File: src/rtl/cnn_mem_loader.sv
// cnn_mem_loader: moves a counted run of stream words into consecutive CNN memory addresses.
// Optional running checksum of the loaded words when CNN_LOADER_CHECKSUM_EN is defined.
`default_nettype none

module cnn_mem_loader #(
  parameter int ADDR_W = 16,
  parameter int DATA_W = 16,
  parameter int CNT_W  = 17
) (
  input  logic              clk,
  input  logic              rst_n,
  input  logic              i_cmd_valid,
  output logic              o_cmd_ready,
  input  logic [ADDR_W-1:0] i_cmd_base,
  input  logic [CNT_W-1:0]  i_cmd_count,
  input  logic              i_abort,
  input  logic              i_s_valid,
  output logic              o_s_ready,
  input  logic [DATA_W-1:0] i_s_data,
  output logic [ADDR_W-1:0] o_mem_address,
  output logic [DATA_W-1:0] o_mem_data_in,
  output logic              o_mem_write_enable,
  output logic              o_busy,
  output logic              o_done,
  output logic              o_wrap_err
`ifdef CNN_LOADER_CHECKSUM_EN
  ,
  output logic [DATA_W-1:0] o_checksum
`endif
);

  typedef enum logic [1:0] {
    ST_IDLE  = 2'd0,
    ST_LOAD  = 2'd1,
    ST_DRAIN = 2'd2,
    ST_DONE  = 2'd3
  } state_t;

  state_t             r_state;
  state_t             w_state_nxt;
  logic [ADDR_W-1:0]  r_addr;
  logic [CNT_W-1:0]   r_remaining;
  logic [ADDR_W-1:0]  r_mem_addr;
  logic [DATA_W-1:0]  r_mem_data;
  logic               r_mem_we;
  logic               r_wrap_err;
  logic               w_cmd_acc;
  logic               w_s_ready;
  logic               w_beat;

  assign w_cmd_acc = (r_state == ST_IDLE) && i_cmd_valid;
  // A beat offered alongside abort must not be taken.
  assign w_s_ready = (r_state == ST_LOAD) && !i_abort;
  assign w_beat    = w_s_ready && i_s_valid;

  assign o_cmd_ready        = (r_state == ST_IDLE);
  assign o_s_ready          = w_s_ready;
  assign o_busy             = (r_state == ST_LOAD) || (r_state == ST_DRAIN);
  assign o_done             = (r_state == ST_DONE);
  assign o_mem_address      = r_mem_addr;
  assign o_mem_data_in      = r_mem_data;
  assign o_mem_write_enable = r_mem_we;
  assign o_wrap_err         = r_wrap_err;

  always_ff @(posedge clk or negedge rst_n) begin
    if (!rst_n) begin
      r_state <= ST_IDLE;
    end else begin
      r_state <= w_state_nxt;
    end
  end

  always_comb begin
    w_state_nxt = r_state;
    case (r_state)
      ST_IDLE: begin
        if (i_cmd_valid) begin
          w_state_nxt = (i_cmd_count == '0) ? ST_DONE : ST_LOAD;
        end
      end
      ST_LOAD: begin
        if (i_abort) begin
          w_state_nxt = ST_IDLE;
        end else if (i_s_valid && (r_remaining == CNT_W'(1))) begin
          w_state_nxt = ST_DRAIN;
        end
      end
      ST_DRAIN: begin
        w_state_nxt = i_abort ? ST_IDLE : ST_DONE;
      end
      ST_DONE: begin
        w_state_nxt = ST_IDLE;
      end
      default: begin
        w_state_nxt = ST_IDLE;
      end
    endcase
  end

  always_ff @(posedge clk or negedge rst_n) begin
    if (!rst_n) begin
      r_addr      <= '0;
      r_remaining <= '0;
      r_mem_addr  <= '0;
      r_mem_data  <= '0;
      r_mem_we    <= 1'b0;
      r_wrap_err  <= 1'b0;
    end else begin
      r_mem_we <= w_beat;
      if (w_cmd_acc) begin
        r_addr      <= i_cmd_base;
        r_remaining <= i_cmd_count;
        r_wrap_err  <= 1'b0;
      end else if (w_beat) begin
        r_mem_addr  <= r_addr;
        r_mem_data  <= i_s_data;
        r_addr      <= r_addr + ADDR_W'(1);
        r_remaining <= r_remaining - CNT_W'(1);
        if (&r_addr) begin
          r_wrap_err <= 1'b1;
        end
      end
    end
  end

`ifdef CNN_LOADER_CHECKSUM_EN
  logic [DATA_W-1:0] r_checksum;

  always_ff @(posedge clk or negedge rst_n) begin
    if (!rst_n) begin
      r_checksum <= '0;
    end else if (w_cmd_acc) begin
      r_checksum <= '0;
    end else if (w_beat) begin
      r_checksum <= r_checksum + i_s_data;
    end
  end

  assign o_checksum = r_checksum;
`endif

endmodule

`default_nettype wire
File: config.mk
export PLATFORM = sky130hd
export DESIGN_NAME = cnn_mem_loader
export DESIGN_NICKNAME = d
export VERILOG_FILES = /design/src/rtl/cnn_mem_loader.sv
export SDC_FILE = /design/constraint.sdc
export NUM_CORES = 1
export LEC_CHECK = 0
export CORE_MARGIN = 2
export CORE_UTILIZATION = 44
export CTS_CLUSTER_SIZE = 24
export DETAILED_ROUTE_END_ITERATION = 10
export HOLD_SLACK_MARGIN = 0.06
export PLACE_DENSITY = 0.8
export SYNTH_ARGS = -nofsm -noshare
export SYNTH_HDL_FRONTEND = slang
export SYNTH_SLANG_ARGS = --single-unit
File: constraint.sdc
create_clock -name clk -period 2 [get_ports clk]
set_input_delay 0.2 -clock clk [delete_from_list [all_inputs] [get_ports clk]]
set_output_delay 0.2 -clock clk [all_outputs]
set_load 0.01 [all_outputs]
After elaboration in Yosys (flattened, before gate mapping)
Cells that the tools add are included.
Operators by class
  $add $sub $neg: 2
  $mul: 0
  div/mod/pow operators: 0
  magnitude comparators: 0
  equal/unequal tests: 6
  shifts and indexed selects: 0
  multiplexer cells: 13
  bitwise operators: 1
  reductions and logical operators: 14
Operator list (number)
  2-to-1 mux 17 bit: 2
  2-to-1 mux 16 bit: 2
  == test 17 x 1 -> 1 bit (second input constant): 1
  zero test 17 bit: 1
  subtractor 17 x 1 -> 17 bit (second input constant): 1
  adder 16 x 1 -> 16 bit (second input constant): 1
  AND reduction 16 bit: 1
  2-to-1 mux 2 bit: 5
  case mux 2 bit (4 select lines): 1
  AND reduction 2 bit: 3
  == test 2 bit (second input constant): 2
  logical AND 1 bit: 4
  nonzero test 2 bit: 2
  2-to-1 mux 1 bit: 3
  != test 3 x 2 -> 1 bit (second input constant): 1
  == test 2 x 1 -> 1 bit (second input constant): 1
  zero test 2 bit: 1
  != test 2 bit (second input constant): 1
  zero test 1 bit: 1
  logical OR 1 bit: 1
  NOT 1 bit: 1
Word-level totals
  register bits after elaboration: 69
  bits in latches: 0
  RAM bits: 0
  memory bits (read-only): 0
  output and inout port bits: 38
  word-level logic and storage cells: 43
  memories kept: 0

Longest topological paths before layout
  word-level depth: 5
  depth in mapped cells: 7
  gate-level depth less buffers: 7

Worst setup path before layout
Ideal clock, no wire load.
  kind: reg2reg
  start point: register r_state[1]
  end point: register r_addr[15]
  library setup time: 0.082 ns
  arrival time: 2.067 ns
  data required time: 1.918 ns
  path slack: -0.149 ns
  stages on the path, launching flop included: 8
  cells stage by stage: dfrtp_1 inv_1 ha_1 nand2b_4 or4_1 buf_2 or4_1 a31oi_1
On the way
  longest elaborated chain between the ends: 4
RTL lines
  start, declared: line 39  | state_t r_state;
  start signal, assigned: line 69  | r_state <= w_state_nxt;
  == test 2 x 1 -> 1 bit: line 53  | assign w_s_ready = (r_state == ST_LOAD) && !i_abort;
  logical AND 1 bit: line 53
  logical AND 1 bit: line 54  | assign w_beat = w_s_ready && i_s_valid;
  nonzero test 2 bit (no line)
  end signal, assigned: line 111  | r_addr <= i_cmd_base;
  end signal, assigned: line 117  | r_addr <= r_addr + ADDR_W'(1);
  end, declared: line 41  | logic [ADDR_W-1:0] r_addr;
Parallel ways exist; a longest one is shown, timed or not.
A chain may end at the register's enable or synchronous reset.

Worst setup path after layout
  start point: register r_state[1]
  end point: register r_remaining[16]
On the way
  longest elaborated chain between the ends: 4
RTL lines
  == test 2 x 1 -> 1 bit: line 53
  logical AND 1 bit: line 53
  logical AND 1 bit: line 54
  nonzero test 2 bit (no line)
  end signal, assigned: line 112  | r_remaining <= i_cmd_count;
  end signal, assigned: line 118  | r_remaining <= r_remaining - CNT_W'(1);
  end, declared: line 42  | logic [CNT_W-1:0] r_remaining;
Parallel ways exist; a longest one is shown, timed or not.

==> summary.txt <==
Outcome
  – Run status: finished with violations
  – Failing checks: setup timing

Place
  – Placed Cells: 522
  – Port Buffer Count: 91
  – Pre-CTS WS: -0.145 ns
  – Gpl congestion: 0.841
  – Hpwl dp: 6320 um

STA
  – Fin Clk Skew: 0.00850 ns
  – Final count of negative-setup-slack endpoints: 3
  – Tmin final: 2.02 ns
  – Hold WS: 0.409 ns
  – Period utilisation layout: 101%
  – Max Slew Vio Count: 0
  – Final worst setup slack: -0.0195 ns
  – Final Hold Fails: 0
  – Worst-Margin Slew: 0.635 ns
  – Fmax: 495 MHz
  – RSZ-0062 raised after global routing: yes
  – Slew HR: 57.7%

CTS
  – CTS buffer count: 9
  – Worst-path clk slew: 0.08 ns
  – Htree depth: 3
  – Largest buffer count on any clock path: 2
  – # clock sinks: 69
  – Worst-skew pair later-pin latency: 0.34 ns
  – CTS tree: built
  – Clk root buf: clkbuf_8

Route
  – Routed vias: 2992
  – Via/cell ratio: 5.48
  – DRC viols: 0
  – WL final: 8840 um
  – DRT antenna net count: 0
  – DR iter-0 viols: 239
  – Routed wire per std cell: 16.2 um
  – First drt pass iteration count: 5

Global routing
  – Total gr overflow: 0
  – GRT Overall Usage: 21.6%
  – Initial antenna violation count: 0
  – First-pass GRT wire length: 14400 um
  – Pin count of the biggest net entering global routing: 39
  – Vias in the first global route: 2850

Worst hold path
  – Hold WC Path Type: input pin to asynchronous set/reset pin

Synth
  – Post-synth top area share: 51.2%
  – Syn nets: 380
  – Mean post-synth cell area: 10.6 um^2
  – Seq/Total Area, Yosys: 51.2%
  – Synthesis Warnings: 0
  – Number of enable flip-flop cells after synthesis: 0
  – Synth Cell Area: 3370 um^2
  – Dominant synthesized flop cell: dfrtp_1
  – Yosys cell types: 39
  – Synthesized instance count: 319
  – Top-count cell post-synth: dfrtp_1
  – Top post-synthesis cells by count: dfrtp_1, mux2_2, nor2_1, o21ai_0, nand2_1
  – Async set-reset flop share out of synthesis: 100%
  – Cell taking the most area after synthesis: dfrtp_1
  – #FFs+latches synth: 69
  – Top post-synthesis cells by area: dfrtp_1, mux2_2, o21ai_0, a31oi_1, nor2_1

Final layout
  – Final core utilization: 66.9%
  – Fin nets: 503
  – Ant diodes: 0
  – Layout cells sized above 1: 21.7%
  – Area grow syn2layout: 45.5%
  – Post-route insts no fill: 546

Floorplanning
  – I/O pins: 92
  – Row Count: 31
  – Die Span X: 91.5 um
  – Die H: 91.5 um
  – Core Footprint: 7330 um^2
  – Initial core utilization: 46.0%
  – Die Footprint: 8380 um^2

Critical path
  – Startpoint type of the worst setup path: flip-flop
  – Reg-to-reg endpoint: r_remaining[16]$_DFFE_PN0P_
  – Critical path peak fanout: 6
  – Largest delay share family, worst path: simple AND/OR/NAND/NOR gates
  – Critical path's largest stage delay: 0.60 ns
  – Slowest cell on the critical path: or4_4
  – WP buf/inv: 2
  – Crit end category: flip-flop
  – Crit path kind: flip-flop to flip-flop
  – Crit. Startpoint: r_state[1]$_DFFE_PN0P_
  – Worst R2R Path Depth: 7
  – Critical-path cell list: inv_2 > ha_4 > nand4b_1 > or4_4 > buf_4 > o31ai_2 > a31oi_1
  – Launching point of the worst reg2reg path: r_state[1]$_DFFE_PN0P_
  – WP data required: 2.22 ns
  – Critical path arrival: 2.24 ns
  – Worst reg2reg setup slack: -0.02 ns

Pwr
  – Power Density: 1390 nW/um^2
  – Max IR drop VDD: 0.684 mV
  – Leakage Power: 1.99 nW

Job
  – MaxCap Viol Count: 0
logic make-up (layout without fill, tap and decap cells):
group	after synthesis	in the layout	synth area share (%)
buffers and inverters	23	150	2.78
DFF	69	69	51.2
xor gates and xnor gates	15	15	3.90
AOI/OAI and AO/OA	55	55	9.65
muxes	34	34	11.3
and+or+nand+nor	116	117	18.6
adders and majority gates	7	7	2.60
stage by stage:
stage,power [mW],cell area [um^2],setup TNS [ns]
final,6.80,4900,-0.0297
after detailed placement,5.49,4600,-0.975
after global placement,5.38,4600,-0.478
after floorplan,3.98,3390,-0.207
after CTS,6.74,4830,0
after global routing,7.23,4900,-0.148
state kept, by name, summed over array words and instances, names as in the netlist:
| register | flops |
|---|---|
| r_state | 2 |
| o_mem_data_in | 16 |
| o_wrap_err | 1 |
| o_mem_address | 16 |
| o_mem_write_enable | 1 |
| r_addr | 16 |
| r_remaining | 17 |
final cells by class:
class | instances | area [um^2]
repair buffers | 126 | 1210
clock inverters | 6 | 86.3
fillers | 560 | 2430
inverters | 8 | 30.0
flip-flops and latches | 69 | 1730
clock buffers | 10 | 128
multi-input cells | 228 | 1600
well taps | 99 | 124
cell usage in the layout (no fill, tap or decap), types with 7 or more instances in the layout:
| cell | Yosys | routed |
|---|---|---|
| clkdlybuf4s50_1 | 0 | 88 |
| dfrtp_1 | 69 | 69 |
| mux2_2 | 32 | 32 |
| buf_4 | 0 | 31 |
| o21ai_0 | 25 | 25 |
| nor2_1 | 25 | 24 |
| nand2_1 | 24 | 24 |
| a31oi_1 | 18 | 18 |
| or3_1 | 11 | 10 |
| nor3_1 | 9 | 9 |
| nand3_1 | 9 | 9 |
| xor2_1 | 9 | 9 |
| clkbuf_8 | 0 | 9 |
| inv_1 | 8 | 7 |
| nor4_1 | 7 | 7 |
report_power, final:
| group | leakage [nW] | internal [mW] | total (mW) | switching, mW |
|---|---|---|---|---|
| clock network | 0.107 | 0.702 | 1.23 | 0.527 |
| logic | 1.07 | 1.66 | 2.94 | 1.29 |
| registers | 0.818 | 2.06 | 2.62 | 0.566 |
metal layers:
metal,up-vias,global-route usage [%],wire (um)
li1,1410,-,-
met1,1450,30.2,3790
met2,119,33.5,4350
met3,13,3.65,553
met4,0,8.21,142
met5,-,0,0
worst reg2reg max path: stages (launching register included):
cell and delay, ns:
dfrtp_1 0.41, inv_2 0.09, ha_4 0.18, nand4b_1 0.17, or4_4 0.60, buf_4 0.16, o31ai_2 0.19, a31oi_1 0.11
timing repair:
action | in CTS | in global routing
gates resized for setup | 3 | 5
setup buffers | 0 | 6
pin swaps | 1 | 10
setup endpoints to repair | 5 | 8
hold endpoints to repair | 24 | 0
gates cloned | 0 | 1
hold buffers | 1 | 0
worst max path at each step:
stage                                         to  slack (ns)  depth (start not counted)
floorplan           o_mem_data_in[0]$_DFFE_PN0P_      -0.007                          7
global placement          r_addr[11]$_DFFE_PN0P_       -0.11                          5
detailed placement   r_remaining[12]$_DFFE_PN0P_       -0.15                          5
CTS                  r_remaining[12]$_DFFE_PN0P_       0.009                          6
global route         r_remaining[12]$_DFFE_PN0P_       -0.06                          6
finish               r_remaining[16]$_DFFE_PN0P_       -0.02                          7
Power figures use the tool's default switching activity.
